==> config.mk <==
export PLATFORM = sky130hd
export DESIGN_NAME = sqr_seq
export DESIGN_NICKNAME = d
export VERILOG_FILES = /design/src/rtl/sqr_seq.sv
export SDC_FILE = /design/constraint.sdc
export NUM_CORES = 1
export LEC_CHECK = 0
export CAP_MARGIN = 20
export CORE_MARGIN = 8
export CORE_UTILIZATION = 35
export DETAILED_ROUTE_END_ITERATION = 8
export PLACE_DENSITY = 0.58
export SYNTH_ARGS = -nofsm -noshare
export SYNTH_HDL_FRONTEND = slang
export SYNTH_SLANG_ARGS = --single-unit
==> constraint.sdc <==
create_clock -name clk -period 5.4 [get_ports clk]
set_input_delay 0.81 -clock clk [delete_from_list [all_inputs] [get_ports clk]]
set_output_delay 0.81 -clock clk [all_outputs]
set_load 0.01 [all_outputs]
==> src/rtl/sqr_seq.sv <==
// Sequential shift-add squarer: one operand bit per clock, valid/ready on both sides.
// MODE 0 truncates to LEN bits with an overflow flag; MODE 1/2 give the full 2*LEN-bit square.
module sqr_seq #(
  parameter  int LEN   = 16,
  parameter  int MODE  = 0,
  localparam int O_LEN = (MODE == 0) ? LEN : 2 * LEN
) (
  input  logic             clk,
  input  logic             rst,
  input  logic             in_valid,
  output logic             in_ready,
  input  logic [LEN-1:0]   X,
  output logic             out_valid,
  input  logic             out_ready,
  output logic [O_LEN-1:0] Y,
  output logic             ovf
);

  // state  | meaning
  // IDLE   | waiting for an operand, in_ready high
  // BUSY   | LEN shift-add iterations in progress
  // DONE   | result held on Y/ovf until out_ready
  typedef enum logic [1:0] {S_IDLE, S_BUSY, S_DONE} state_t;

  localparam int CNT_W = (LEN > 1) ? $clog2(LEN) : 1;

  state_t             state_q, state_d;
  logic [2*LEN-1:0]   acc_q, acc_d;
  logic [2*LEN-1:0]   mul_q, mul_d;
  logic [LEN-1:0]     bit_q, bit_d;
  logic [CNT_W-1:0]   cnt_q, cnt_d;
  logic [O_LEN-1:0]   y_q, y_d;
  logic               ovf_q, ovf_d;

  logic               last_iter;
  logic [LEN-1:0]     mag;
  logic [2*LEN-1:0]   acc_sum;

  assign last_iter = (cnt_q == CNT_W'(LEN - 1));

  always_ff @(posedge clk) begin
    if (rst) state_q <= S_IDLE;
    else     state_q <= state_d;
  end

  always_comb begin
    state_d = state_q;
    case (state_q)
      S_IDLE:  if (in_valid)  state_d = S_BUSY;
      S_BUSY:  if (last_iter) state_d = S_DONE;
      S_DONE:  if (out_ready) state_d = S_IDLE;
      default: state_d = S_IDLE;
    endcase
  end

  always_comb begin
    in_ready  = (state_q == S_IDLE);
    out_valid = (state_q == S_DONE);
  end

  // Most negative input negates to itself, which read unsigned is exactly 2^(LEN-1).
  always_comb begin
    mag = X;
    if (MODE == 2 && X[LEN-1]) mag = ~X + LEN'(1);
  end

  // mul_q holds M << i and bit_q holds M >> i, so no barrel shifter is needed.
  assign acc_sum = acc_q + (bit_q[0] ? mul_q : '0);

  always_comb begin
    acc_d = acc_q;
    mul_d = mul_q;
    bit_d = bit_q;
    cnt_d = cnt_q;
    y_d   = y_q;
    ovf_d = ovf_q;
    case (state_q)
      S_IDLE: begin
        if (in_valid) begin
          acc_d = '0;
          mul_d = {{LEN{1'b0}}, mag};
          bit_d = mag;
          cnt_d = '0;
        end
      end
      S_BUSY: begin
        acc_d = acc_sum;
        mul_d = mul_q << 1;
        bit_d = bit_q >> 1;
        cnt_d = cnt_q + CNT_W'(1);
        if (last_iter) begin
          cnt_d = '0;
          y_d   = acc_sum[O_LEN-1:0];
          ovf_d = (MODE == 0) && (|acc_sum[2*LEN-1:LEN]);
        end
      end
      default: ;
    endcase
  end

  always_ff @(posedge clk) begin
    if (rst) begin
      acc_q <= '0;
      mul_q <= '0;
      bit_q <= '0;
      cnt_q <= '0;
      y_q   <= '0;
      ovf_q <= 1'b0;
    end else begin
      acc_q <= acc_d;
      mul_q <= mul_d;
      bit_q <= bit_d;
      cnt_q <= cnt_d;
      y_q   <= y_d;
      ovf_q <= ovf_d;
    end
  end

  assign Y   = y_q;
  assign ovf = ovf_q;

endmodule

* Word level (Yosys, flattened, before mapping)
Index checks and enable logic that the tools add are counted.
** Cells by class
- $add $sub $neg :: 2
- Equality and inequality tests :: 6
- Mux-type cells :: 14
- Reductions and logical operators :: 6
** Operators by type and width (number)
- $pmux 32 s2 :: 2
- $mux 32 :: 3
- $add 32x32->32 :: 1
- $pmux 16 s2 :: 1
- $mux 16 :: 1
- $reduce_or 16->1 :: 1
- $mux 4 :: 2
- $pmux 4 s2 :: 1
- $mux 2 :: 3
- $pmux 2 s3 :: 1
- $add 4x1->4 const B :: 1
- $eq 4x4->1 const B :: 1
- $ne 2x2->1 const B :: 2
- $reduce_and 2->1 :: 2
- $reduce_and 3->1 :: 1
- $eq 2x1->1 const B :: 1
- $eq 2x2->1 const B :: 1
- $logic_not 2->1 :: 1
- $ne 2x1->1 const B :: 1
- $reduce_bool 2->1 :: 1
** Storage, ports and cells
- Register bits after elaboration :: 103
- Input bits :: 20
- Output and inout port bits :: 19
- Word-level logic and storage cells :: 35

* Depth between registers and ports, before layout
Gate-level depths: netlist (run 1).
- Depth in word-level cells :: 3
- Depth in mapped cells :: 13
- Mapped depth without buffers :: 12

* Worst setup path before layout (run 1)
OpenSTA, ideal clock, no wires.
- Path kind :: flip-flop to flip-flop
- Start :: reg bit_q[0]
- End :: reg ovf_q, in the netlist ovf
- Setup time :: 0.125 ns
- Arrival time :: 2.935 ns
- Required time :: 5.275 ns
- Slack :: 2.340 ns
- Stages on the path, launching flop included :: 14
- Buffers on the path :: 1
- Period minus slack after synthesis :: 3.060 ns
- Cell sequence :: dfxtp_1 -> clkbuf_1 -> and2_1 -> ha_1 -> fa_1 -> a21o_1 -> a221oi_4 -> o211a_4 -> nand3_2 -> nand2_2 -> xnor2_1 -> or4_1 -> nor4_2 -> a21oi_1
** On the way
- Word-level cells in the longest chain between the ends :: 3
** Ends and longest elaborated chain
- from (decl) :: line 30 : logic [LEN-1:0] bit_q, bit_d;
- from (signal assigned) :: line 112 : bit_q <= bit_d;
- $mux 32 :: line 68 : assign acc_sum = acc_q + (bit_q[0] ? mul_q : '0);
- $add 32x32->32 :: line 68
- $reduce_or 16->1 :: line 94 : ovf_d = (MODE == 0) && (|acc_sum[2*LEN-1:LEN]);
- to (signal assigned) :: line 115 : ovf_q <= ovf_d;
- to (decl) :: line 33 : logic ovf_q, ovf_d;
Every way passes these cells.
A chain may end at the register's enable or synchronous reset.

* Final worst setup path (run 1)
Same ends and word-level chain as after synthesis.

==> results of run 1 <==
report_power, final:
part	switching (mW)	total (mW)	internal, mW	leakage (nW)
Combinational	0.0793	0.126	0.0469	1.47
Clock	0.337	0.674	0.337	0.153
Sequential	0.0210	0.799	0.778	0.835
cell families after synthesis:
| logic type | Yosys count |
|---|---|
| AOI/OAI and AO/OA | 217 |
| xor gates and xnor gates | 23 |
| adders and majority gates | 33 |
| buffers and inverters | 61 |
| DFF | 103 |
| muxes | 2 |
| and+or+nand+nor | 262 |
worst max path at each step:
| stage | slack (ns) | start | to | cells past startpoint |
|---|---|---|---|---|
| floorplan | 2.34 | bit_q[0] | ovf | 13 |
| global placement | 1.78 | bit_q[0] | ovf | 12 |
| detailed placement | 1.63 | bit_q[0] | ovf | 10 |
| CTS | 1.62 | bit_q[0] | ovf | 10 |
| global route | 1.39 | bit_q[0] | ovf | 10 |
| finish | 1.58 | bit_q[0] | ovf | 10 |
cells in the mapped netlist, types with 4 or more instances:
| cell | count |
|---|---|
| sky130_fd_sc_hd__nand2_1 | 62 |
| sky130_fd_sc_hd__a31oi_1 | 4 |
| sky130_fd_sc_hd__o21bai_1 | 6 |
| sky130_fd_sc_hd__o21ai_0 | 20 |
| sky130_fd_sc_hd__or3_1 | 6 |
| sky130_fd_sc_hd__and2_1 | 32 |
| sky130_fd_sc_hd__clkbuf_1 | 42 |
| sky130_fd_sc_hd__nand3_1 | 6 |
| sky130_fd_sc_hd__a22oi_1 | 46 |
| sky130_fd_sc_hd__nor3_1 | 6 |
| sky130_fd_sc_hd__a222oi_1 | 28 |
| sky130_fd_sc_hd__a21o_1 | 7 |
| sky130_fd_sc_hd__inv_1 | 9 |
| sky130_fd_sc_hd__nand4_1 | 7 |
| sky130_fd_sc_hd__a21oi_1 | 56 |
| sky130_fd_sc_hd__a211oi_1 | 5 |
| sky130_fd_sc_hd__dfxtp_1 | 103 |
| sky130_fd_sc_hd__xnor2_1 | 19 |
| sky130_fd_sc_hd__o21a_1 | 7 |
| sky130_fd_sc_hd__buf_2 | 7 |
| sky130_fd_sc_hd__o21ai_1 | 4 |
| sky130_fd_sc_hd__nor2_1 | 109 |
| sky130_fd_sc_hd__xor2_1 | 4 |
| sky130_fd_sc_hd__ha_1 | 32 |
layer usage:
metal,up-vias,track usage,share of wire
li1,2585,-,-
met1,2446,0.206,0.50
met2,116,0.219,0.45
met3,14,0.0185,0.038
met4,0,0.0591,0.016
met5,-,0,0
through the flow:
step,utilization,power (mW),instances,setup WS (ns)
after detailed placement,0.382,0.942,909,1.63
after global placement,0.382,0.939,909,1.78
after floorplan,-,0.898,701,2.34
final,0.401,1.60,925,1.58
after global routing,0.401,1.67,925,1.39
after CTS,0.401,1.62,925,1.62
final cells by class:
type                            count  area (um^2)
Clock buffer                        9          225
Clock inverter                      7         88.8
Fill cell                        1703         9790
Inverter                            9         33.8
Multi-Input combinational cell    537         3480
Sequential cell                   103         2060
Tap cell                          220          275
Timing Repair Buffer               40          393
placed cells by master (no fill, tap or decap), types with 6 or more instances in the layout:
cell and instances:
sky130_fd_sc_hd__a222oi_1 28, sky130_fd_sc_hd__nand4_1 7, sky130_fd_sc_hd__a21oi_1 56, sky130_fd_sc_hd__clkdlybuf4s50_1 37, sky130_fd_sc_hd__clkbuf_16 9, sky130_fd_sc_hd__o21ai_0 20, sky130_fd_sc_hd__xnor2_1 19, sky130_fd_sc_hd__or3_1 6
sky130_fd_sc_hd__o21a_1 7, sky130_fd_sc_hd__ha_1 32, sky130_fd_sc_hd__nand3_1 6, sky130_fd_sc_hd__and2_1 32, sky130_fd_sc_hd__inv_1 9, sky130_fd_sc_hd__a22oi_1 46, sky130_fd_sc_hd__nand2_1 62, sky130_fd_sc_hd__dfxtp_1 103
sky130_fd_sc_hd__nor2_1 109, sky130_fd_sc_hd__a21o_1 7, sky130_fd_sc_hd__nor3_1 6
worst max-delay path, delay by kind of cell (launching register included):
kind	cells	cell delay, ns
AND/OR/NAND/NOR	5	1.82
XOR/XNOR	1	0.17
AO/OA/AOI/OAI	3	0.52
flip-flops	1	0.93
adder cells (fa/ha/maj)	1	0.27
registers in the layout, summed over array words and instances, names as in the netlist:
register,cells
mul_q,32
cnt_q,4
acc_q,32
ovf,1
state_q,2
bit_q,16
Y,16
==> qor.yml, run 1 <==
run_status:
  run_status: "finished clean"
die:
  initial_core_utilization: 0.353
  die-area_mm2: 0.0209
  die_w_um: 144
  boundary_pin_count: 39
  std_cell_rows: 47
  core_area_mm2: 0.0163
  chipHeight_um: 144
synth:
  dominant_combinational_cell_family_by_area_after_synthesis: "compound AO/OA/AOI/OAI gates"
  number_of_synthesized_flops_with_an_enable_pin: 0
  syn_area_per_cell_um2: 8.24
  syn_nets: 754
  synth_area_leaders: "sky130_fd_sc_hd__dfxtp_1 (36%), sky130_fd_sc_hd__nor2_1 (7.1%), sky130_fd_sc_hd__ha_1 (6.9%), sky130_fd_sc_hd__a22oi_1 (6.0%), sky130_fd_sc_hd__a21oi_1 (4.9%)"
  synth.mux.area_fraction: 0.00346
  yosysWarningCount: 0
  postSynth.topFlopCell: "sky130_fd_sc_hd__dfxtp_1"
  synth.top_cell.area_share: 0.357
  synth_xor_area_frac: 0.0349
  number_of_instances_in_the_synthesized_netlist: 701
  synth.largest_area_cell: "sky130_fd_sc_hd__dfxtp_1"
  share_of_synthesized_cell_area_in_and_or_nand_and_nor_gates: 0.215
  synth_adder_area_share: 0.0728
  postSynthRegisterBits: 103
  synth-seq-area-share: 0.357
  syn_area_mm2: 0.00578
  post_synth_num_cell_types: 72
  synth_compound_area_frac: 0.272
  async_reset_ff_frac: 0
global_route:
  largest_net_degree_at_the_start_of_global_routing: 104
  grt_pass1_wl_mm: 24.6
  first_global_vias: 4899
  grt.total_usage: 0.146
  grt_antenna_before_repair: 0
  total_gr_overflow: 0
placement:
  hpwlAfterDp_mm: 10.7
  gpl.final_weighted_congestion: 0.824
  placed_inst_area_mm2: 0.00624
  port_buffer_cells: 38
layout:
  post-route-cell-area_mm2: 0.00655
  area_delta_synth_final_pct: 13.4
  layout-drive-gt1-share: 0.0695
  n_antenna_cell: 0
  final_nets: 753
clock_tree:
  ctsLongestPathBuffers: 2
  cts_sinks: 103
  clock_latency_ns: 0.36
  cts.reportedPaths.clkPinSlew_ns: 0.08
  htree_levels: 3
  clock_tree_from_tritoncts: "done"
  post_cts_hold_buffer_count: 0
  clock_tree.root_cell: "sky130_fd_sc_hd__clkbuf_16"
  post_cts_resize_count: 0
  post-cts-setup-buffers: 0
  tritoncts.num_buffers: 9
drt:
  num_vias: 5161
  first_pass_iters: 5
  vias_per_cell: 5.58
  wl_per_cell_um: 16.2
  drt_drc_violations_left: 0
  wire_length_reported_by_the_detailed_router_mm: 14.9
  dr.first_iter.drc_count: 455
  route.antenna.remaining_nets: 0
setup_path:
  crit-reg2reg-capture: "ovf"
  worst_r2r_start: "bit_q[0]"
  worstSetupStartpointType: "flip-flop"
  slowest_stage: "sky130_fd_sc_hd__dfxtp_1"
  timing.critical_path.slowest_cell_delay_ns: 0.93
  critical_path_peak_fanout: 33
  critPathRequiredTime_ns: 5.64
  setup.worst_path.class: "flip-flop to flip-flop"
  slack_of_the_worst_reg_to_reg_path_ns: 1.58
  critical_path_arrival_ns: 4.06
  path_cells: "and2_1 -> ha_1 -> nand4_1 -> or3_2 -> a31oi_1 -> o22ai_1 -> xnor2_1 -> or4_1 -> nor4_2 -> a21oi_1"
  reg2reg_depth: 10
  worst_setup_ep_type: "flip-flop"
worst_hold_path:
  launch_instance_of_the_worst_min_delay_path: "Y[12]"
  whs_path_depth: 2
  hold_end: "Y[12]"
  class_of_the_most_critical_hold_timing_path: "flip-flop to flip-flop"
sta:
  final_min_period_over_clock_period: 0.708
  final_layout_setup_total_negative_slack_ns: 0
  final.min_clock_period_ns: 3.82
  worstMarginPinSlew_ns: 1.11
  final-max-slew-violation-count: 0
  achievable-frequency_ghz: 0.262
  setup-violations-final: 0
  setup_repair_after_global_routing_missed_its_margin: "no"
  hold_viol_final: 0
  final.hold.worst_slack_ns: 0.454
  fin_skew_ns: 0.0106
  max-slew-margin-rel: 0.257
pwr:
  power_density_mw_per_mm2: 244
  irDropWorstVdd_mv: 0.147
  p_leak_nw: 2.45
flow_run:
  number_of_max_cap_violations: 0
No activity file was read; power rests on OpenSTA's default activity.
==> run 2, diff against run 1 <==
- clock period: 5.4 -> 3.6 ns (I/O delays scaled with it)
==> qor.yml, run 2 (synthesis results as in run 1) <==
worst_hold_path:
  whs_path_depth: 2
  launch_instance_of_the_worst_min_delay_path: "Y[0]"
  class_of_the_most_critical_hold_timing_path: "flip-flop to flip-flop"
  hold_end: "Y[0]"
clock_tree:
  tritoncts.num_buffers: 9
  ctsLongestPathBuffers: 2
  cts.reportedPaths.clkPinSlew_ns: 0.08
  post-cts-setup-buffers: 0
  clock_tree_from_tritoncts: "done"
  cts_sinks: 103
  clock_tree.root_cell: "sky130_fd_sc_hd__clkbuf_16"
  clock_latency_ns: 0.36
  htree_levels: 3
setup_path:
  critPathRequiredTime_ns: 3.84
  slack_of_the_worst_reg_to_reg_path_ns: 0.25
  worst_setup_ep_type: "flip-flop"
  critical_path_arrival_ns: 3.59
  critPathLaunch: "bit_q[0]"
  setup.worst_path.class: "flip-flop to flip-flop"
  worst_r2r_start: "bit_q[0]"
  worstSetupStartpointType: "flip-flop"
  crit-reg2reg-capture: "ovf"
  critical_path_peak_fanout: 23
  reg2reg_depth: 12
sta:
  final-max-slew-violation-count: 0
  final.min_clock_period_ns: 3.35
  achievable-frequency_ghz: 0.299
  fin_skew_ns: 0.0101
  hold_viol_final: 0
  final_min_period_over_clock_period: 0.931
  max-slew-margin-rel: 0.305
  worstMarginPinSlew_ns: 1.04
  final_layout_setup_total_negative_slack_ns: 0
  setup_repair_after_global_routing_missed_its_margin: "no"
  setup-violations-final: 0
layout:
  area_delta_synth_final_pct: 14.8
  final_common_cell: "sky130_fd_sc_hd__nor2_1"
  final_nets: 764
  reg.largest.list: "acc_q: 32 flops, mul_q: 32 flops"
  n_antenna_cell: 0
  finish.utilization: 0.406
  mostFrequentLayoutCells: "sky130_fd_sc_hd__nor2_1 (109), sky130_fd_sc_hd__dfxtp_1 (102), sky130_fd_sc_hd__nand2_1 (62)"
  fillerInstances: 1644
  layout-drive-gt1-share: 0.0852
global_route:
  total_gr_overflow: 0
  largest_net_degree_at_the_start_of_global_routing: 104
  grt_antenna_before_repair: 0
  grt_pass1_wl_mm: 25.0
  first_global_vias: 4948
  grt.total_usage: 0.151
pwr:
  p_seq_frac: 0.500
  internal-power_mw: 1.74
  irDropWorstVdd_mv: 0.207
  power.clock.fraction: 0.417
  power_density_mw_per_mm2: 360
  power.share.switching: 0.272
  netSwitchingPower_mw: 0.650
  power.share.combinational: 0.083
  p_leak_nw: 2.50
drt:
  route.antenna.remaining_nets: 0
  drt_drc_violations_left: 0
  wl_per_cell_um: 16.5
  routed-wl-met2_mm: 6.87
  highest_layer: "met4"
  num_vias: 5262
  first_pass_iters: 7
  wire_length_reported_by_the_detailed_router_mm: 15.5
  vias_per_cell: 5.62
  detail_route.wirelength.met1_mm: 7.44
  detailroute.wirelength.met3_um: 868
  dr.first_iter.drc_count: 592
die:
  die_w_um: 144
  boundary_pin_count: 39
  core_area_mm2: 0.0163
  die-area_mm2: 0.0209
  initial_core_utilization: 0.353
  chipHeight_um: 144
  std_cell_rows: 47
placement:
  hpwlAfterDp_mm: 11.1
  port_buffer_cells: 38
  gpl.final_weighted_congestion: 0.902
flow_run:
  number_of_max_cap_violations: 0
run_status:
  run_status: "finished clean"
## run 2: per-layer routing
metal / track usage / up-vias
li1: - / 2590
met1: 0.209 / 2489
met2: 0.228 / 164
met3: 0.0211 / 19
met4: 0.0641 / 0
met5: 0 / -
## run 2: area by class of cell
type                       instances  area, um^2  share of cell area
multi-input combinational        537        3480               0.524
clock buffer                       9         225              0.0339
inverter                           9        33.8             0.00509
sequential                       103        2060               0.311
timing repair buffer              51         475              0.0717
tap                              220         275              0.0415
clock inverter                     7        85.1              0.0128
## run 2: timing repair
action | 4_1_cts | 5_1_grt
gates resized for setup | 0 | 1
hold buffers | 0 | 0
endpoints found under the hold margin | 0 | 0
endpoints found under the setup margin | 0 | 3
## run 2: power by group through the flow
stage | clock network, mW | registers, mW | logic, mW
floorplan | 0 | 1.21 | 0.139
global placement | 0 | 1.22 | 0.193
detailed placement | 0 | 1.22 | 0.198
CTS | 1.03 | 1.20 | 0.199
global route | 1.07 | 1.20 | 0.218
finish | 0.995 | 1.20 | 0.198
## run 2: worst max-delay path by stage
stage	endpoint	depth (start not counted)
2_1_floorplan	ovf	13
3_3_place_gp	ovf	12
3_5_place_dp	ovf	12
4_1_cts	ovf	12
5_1_grt	ovf	12
6_report	ovf	12
## run 2: through the flow
stage                     hold WS [ns]  power [mW]  worst slack (ns)  instances  instance area (um^2)
final                            0.455        2.39             0.250        936                  6630
after global routing             0.476        2.49            0.0457        936                  6630
after CTS                        0.457        2.42            0.0286        936                  6630
after detailed placement         0.446        1.42            0.0868        920                  6320
after global placement           0.446        1.42             0.164        920                  6320
after floorplan                  0.441        1.35             0.540        701                  5780
## run 2: worst max-delay path: stages, from the launching register on
cell and delay (ns):
sky130_fd_sc_hd__dfxtp_2 0.43, sky130_fd_sc_hd__and2_1 0.19, sky130_fd_sc_hd__ha_1 0.21, sky130_fd_sc_hd__fa_1 0.41
sky130_fd_sc_hd__a21o_1 0.22, sky130_fd_sc_hd__a221oi_4 0.37, sky130_fd_sc_hd__nor4_2 0.13, sky130_fd_sc_hd__o21a_1 0.23
sky130_fd_sc_hd__or3_1 0.35, sky130_fd_sc_hd__a211oi_1 0.27, sky130_fd_sc_hd__o2111ai_1 0.18, sky130_fd_sc_hd__nor4_2 0.15
sky130_fd_sc_hd__a21oi_1 0.09
==> run 3, diff against run 2 <==
- CORE_MARGIN: 8 -> default
- clock period: 3.6 -> 3.7 ns (I/O delays scaled with it)
==> qor.yml, run 3 (synthesis results as in run 1) <==
clock_tree:
  htree_levels: 3
  clock_tree_from_tritoncts: "done"
  tritoncts.num_buffers: 9
  clock_tree.root_cell: "sky130_fd_sc_hd__clkbuf_16"
  post-cts-setup-buffers: 0
  cts_sinks: 103
  cts.reportedPaths.clkPinSlew_ns: 0.08
  clock_latency_ns: 0.36
  ctsLongestPathBuffers: 2
pwr:
  finalPower_mw: 2.37
  irDropWorstVdd_mv: 0.204
  p_leak_nw: 2.51
  power_density_mw_per_mm2: 357
global_route:
  grt.total_usage: 0.186
  grt_pass1_wl_mm: 24.8
  total_gr_overflow: 0
  largest_net_degree_at_the_start_of_global_routing: 81
  grt_antenna_before_repair: 0
  first_global_vias: 4839
flow_run:
  number_of_max_cap_violations: 0
die:
  chipHeight_um: 130
  std_cell_rows: 46
  boundary_pin_count: 39
  initial_core_utilization: 0.361
  die_w_um: 130
  die-area_mm2: 0.0170
  core_area_mm2: 0.0160
sta:
  final_layout_setup_total_negative_slack_ns: 0
  fin_skew_ns: 0.0113
  final-max-slew-violation-count: 0
  setup-violations-final: 0
  achievable-frequency_ghz: 0.293
  final_min_period_over_clock_period: 0.923
  hold_viol_final: 0
  setup_repair_after_global_routing_missed_its_margin: "no"
  worstMarginPinSlew_ns: 1.07
  final.min_clock_period_ns: 3.42
  max-slew-margin-rel: 0.285
layout:
  area_delta_synth_final_pct: 14.8
  post-route-cell-area_mm2: 0.00664
  reg.largest.list: "acc_q: 32 flops, mul_q: 32 flops"
  final_nets: 764
  n_antenna_cell: 0
  final_common_cell: "sky130_fd_sc_hd__nor2_1"
  layout-drive-gt1-share: 0.0852
  mostFrequentLayoutCells: "sky130_fd_sc_hd__nor2_1 (109), sky130_fd_sc_hd__dfxtp_1 (102), sky130_fd_sc_hd__nand2_1 (62)"
drt:
  wl_per_cell_um: 16.3
  num_vias: 5147
  drt_drc_violations_left: 0
  route.antenna.remaining_nets: 0
  vias_per_cell: 5.52
  wire_length_reported_by_the_detailed_router_mm: 15.2
  first_pass_iters: 6
  dr.first_iter.drc_count: 510
worst_hold_path:
  class_of_the_most_critical_hold_timing_path: "flip-flop to flip-flop"
placement:
  placed_inst_area_mm2: 0.00632
  port_buffer_cells: 38
  hpwlAfterDp_mm: 11.0
  gpl.final_weighted_congestion: 0.851
setup_path:
  setup.worst_path.class: "flip-flop to flip-flop"
  critPathRequiredTime_ns: 3.95
  critical_path_arrival_ns: 3.67
  worst_setup_ep_type: "flip-flop"
  worstSetupStartpointType: "flip-flop"
  critical_path_peak_fanout: 21
run_status:
  run_status: "finished clean"
run 3: changes by cell type in the layout (fill, tap and decap cells not counted), sizes merged:
cell and change:
clkinvlp -1, inv +1
run 3: repair_timing:
action,in CTS,in global routing
gates resized for setup,0,1
endpoints found under the setup margin,0,2
hold buffers,0,0
run 3: path summary, 6_finish.rpt:
path                               start    end  slack, ns  cells after the start
worst max-delay path            bit_q[0]    ovf       0.28                     12
worst min-delay path               Y[10]  Y[10]       0.46                      2
worst max register to register  bit_q[0]    ovf       0.28                     12
worst min register to register     Y[10]  Y[10]       0.46                      2
run 3: cell type report:
class	count	area (um^2)
Fill cell	1645	9370
Multi-Input combinational cell	537	3480
Tap cell	216	270
Timing Repair Buffer	51	475
Sequential cell	103	2060
Clock inverter	7	91.3
Clock buffer	9	225
Inverter	9	33.8
run 3: report_power, final:
part / internal (mW) / switching (mW)
Clock: 0.492 / 0.524
Sequential: 1.14 / 0.0281
Combinational: 0.0729 / 0.118
Total: 1.70 / 0.670
run 3: critical path, stage by stage, from the launching register on:
cell,delay [ns]
sky130_fd_sc_hd__dfxtp_2,0.43
sky130_fd_sc_hd__and2_1,0.19
sky130_fd_sc_hd__ha_1,0.21
sky130_fd_sc_hd__fa_1,0.42
sky130_fd_sc_hd__a21o_1,0.22
sky130_fd_sc_hd__a221oi_4,0.36
sky130_fd_sc_hd__nor4_2,0.11
sky130_fd_sc_hd__o21a_1,0.24
sky130_fd_sc_hd__or3_1,0.35
sky130_fd_sc_hd__a211oi_1,0.25
sky130_fd_sc_hd__o2111ai_1,0.24
sky130_fd_sc_hd__nor4_2,0.20
sky130_fd_sc_hd__a21oi_1,0.09
run 3: per-layer routing:
metal / up-vias / GRT usage / wire, um
li1: 2600 / - / -
met1: 2445 / 0.269 / 7940
met2: 89 / 0.283 / 6490
met3: 13 / 0.0309 / 573
met4: 0 / 0.0500 / 167
met5: - / 0 / 0
run 3: metrics by stage:
step,instances,util,hold slack (ns),setup slack (ns)
after floorplan,701,-,0.441,0.640
after global placement,916,0.395,0.445,0.252
after detailed placement,916,0.395,0.446,0.177
after CTS,932,0.415,0.458,0.149
after global routing,932,0.415,0.471,0.0657
final,932,0.415,0.455,0.285
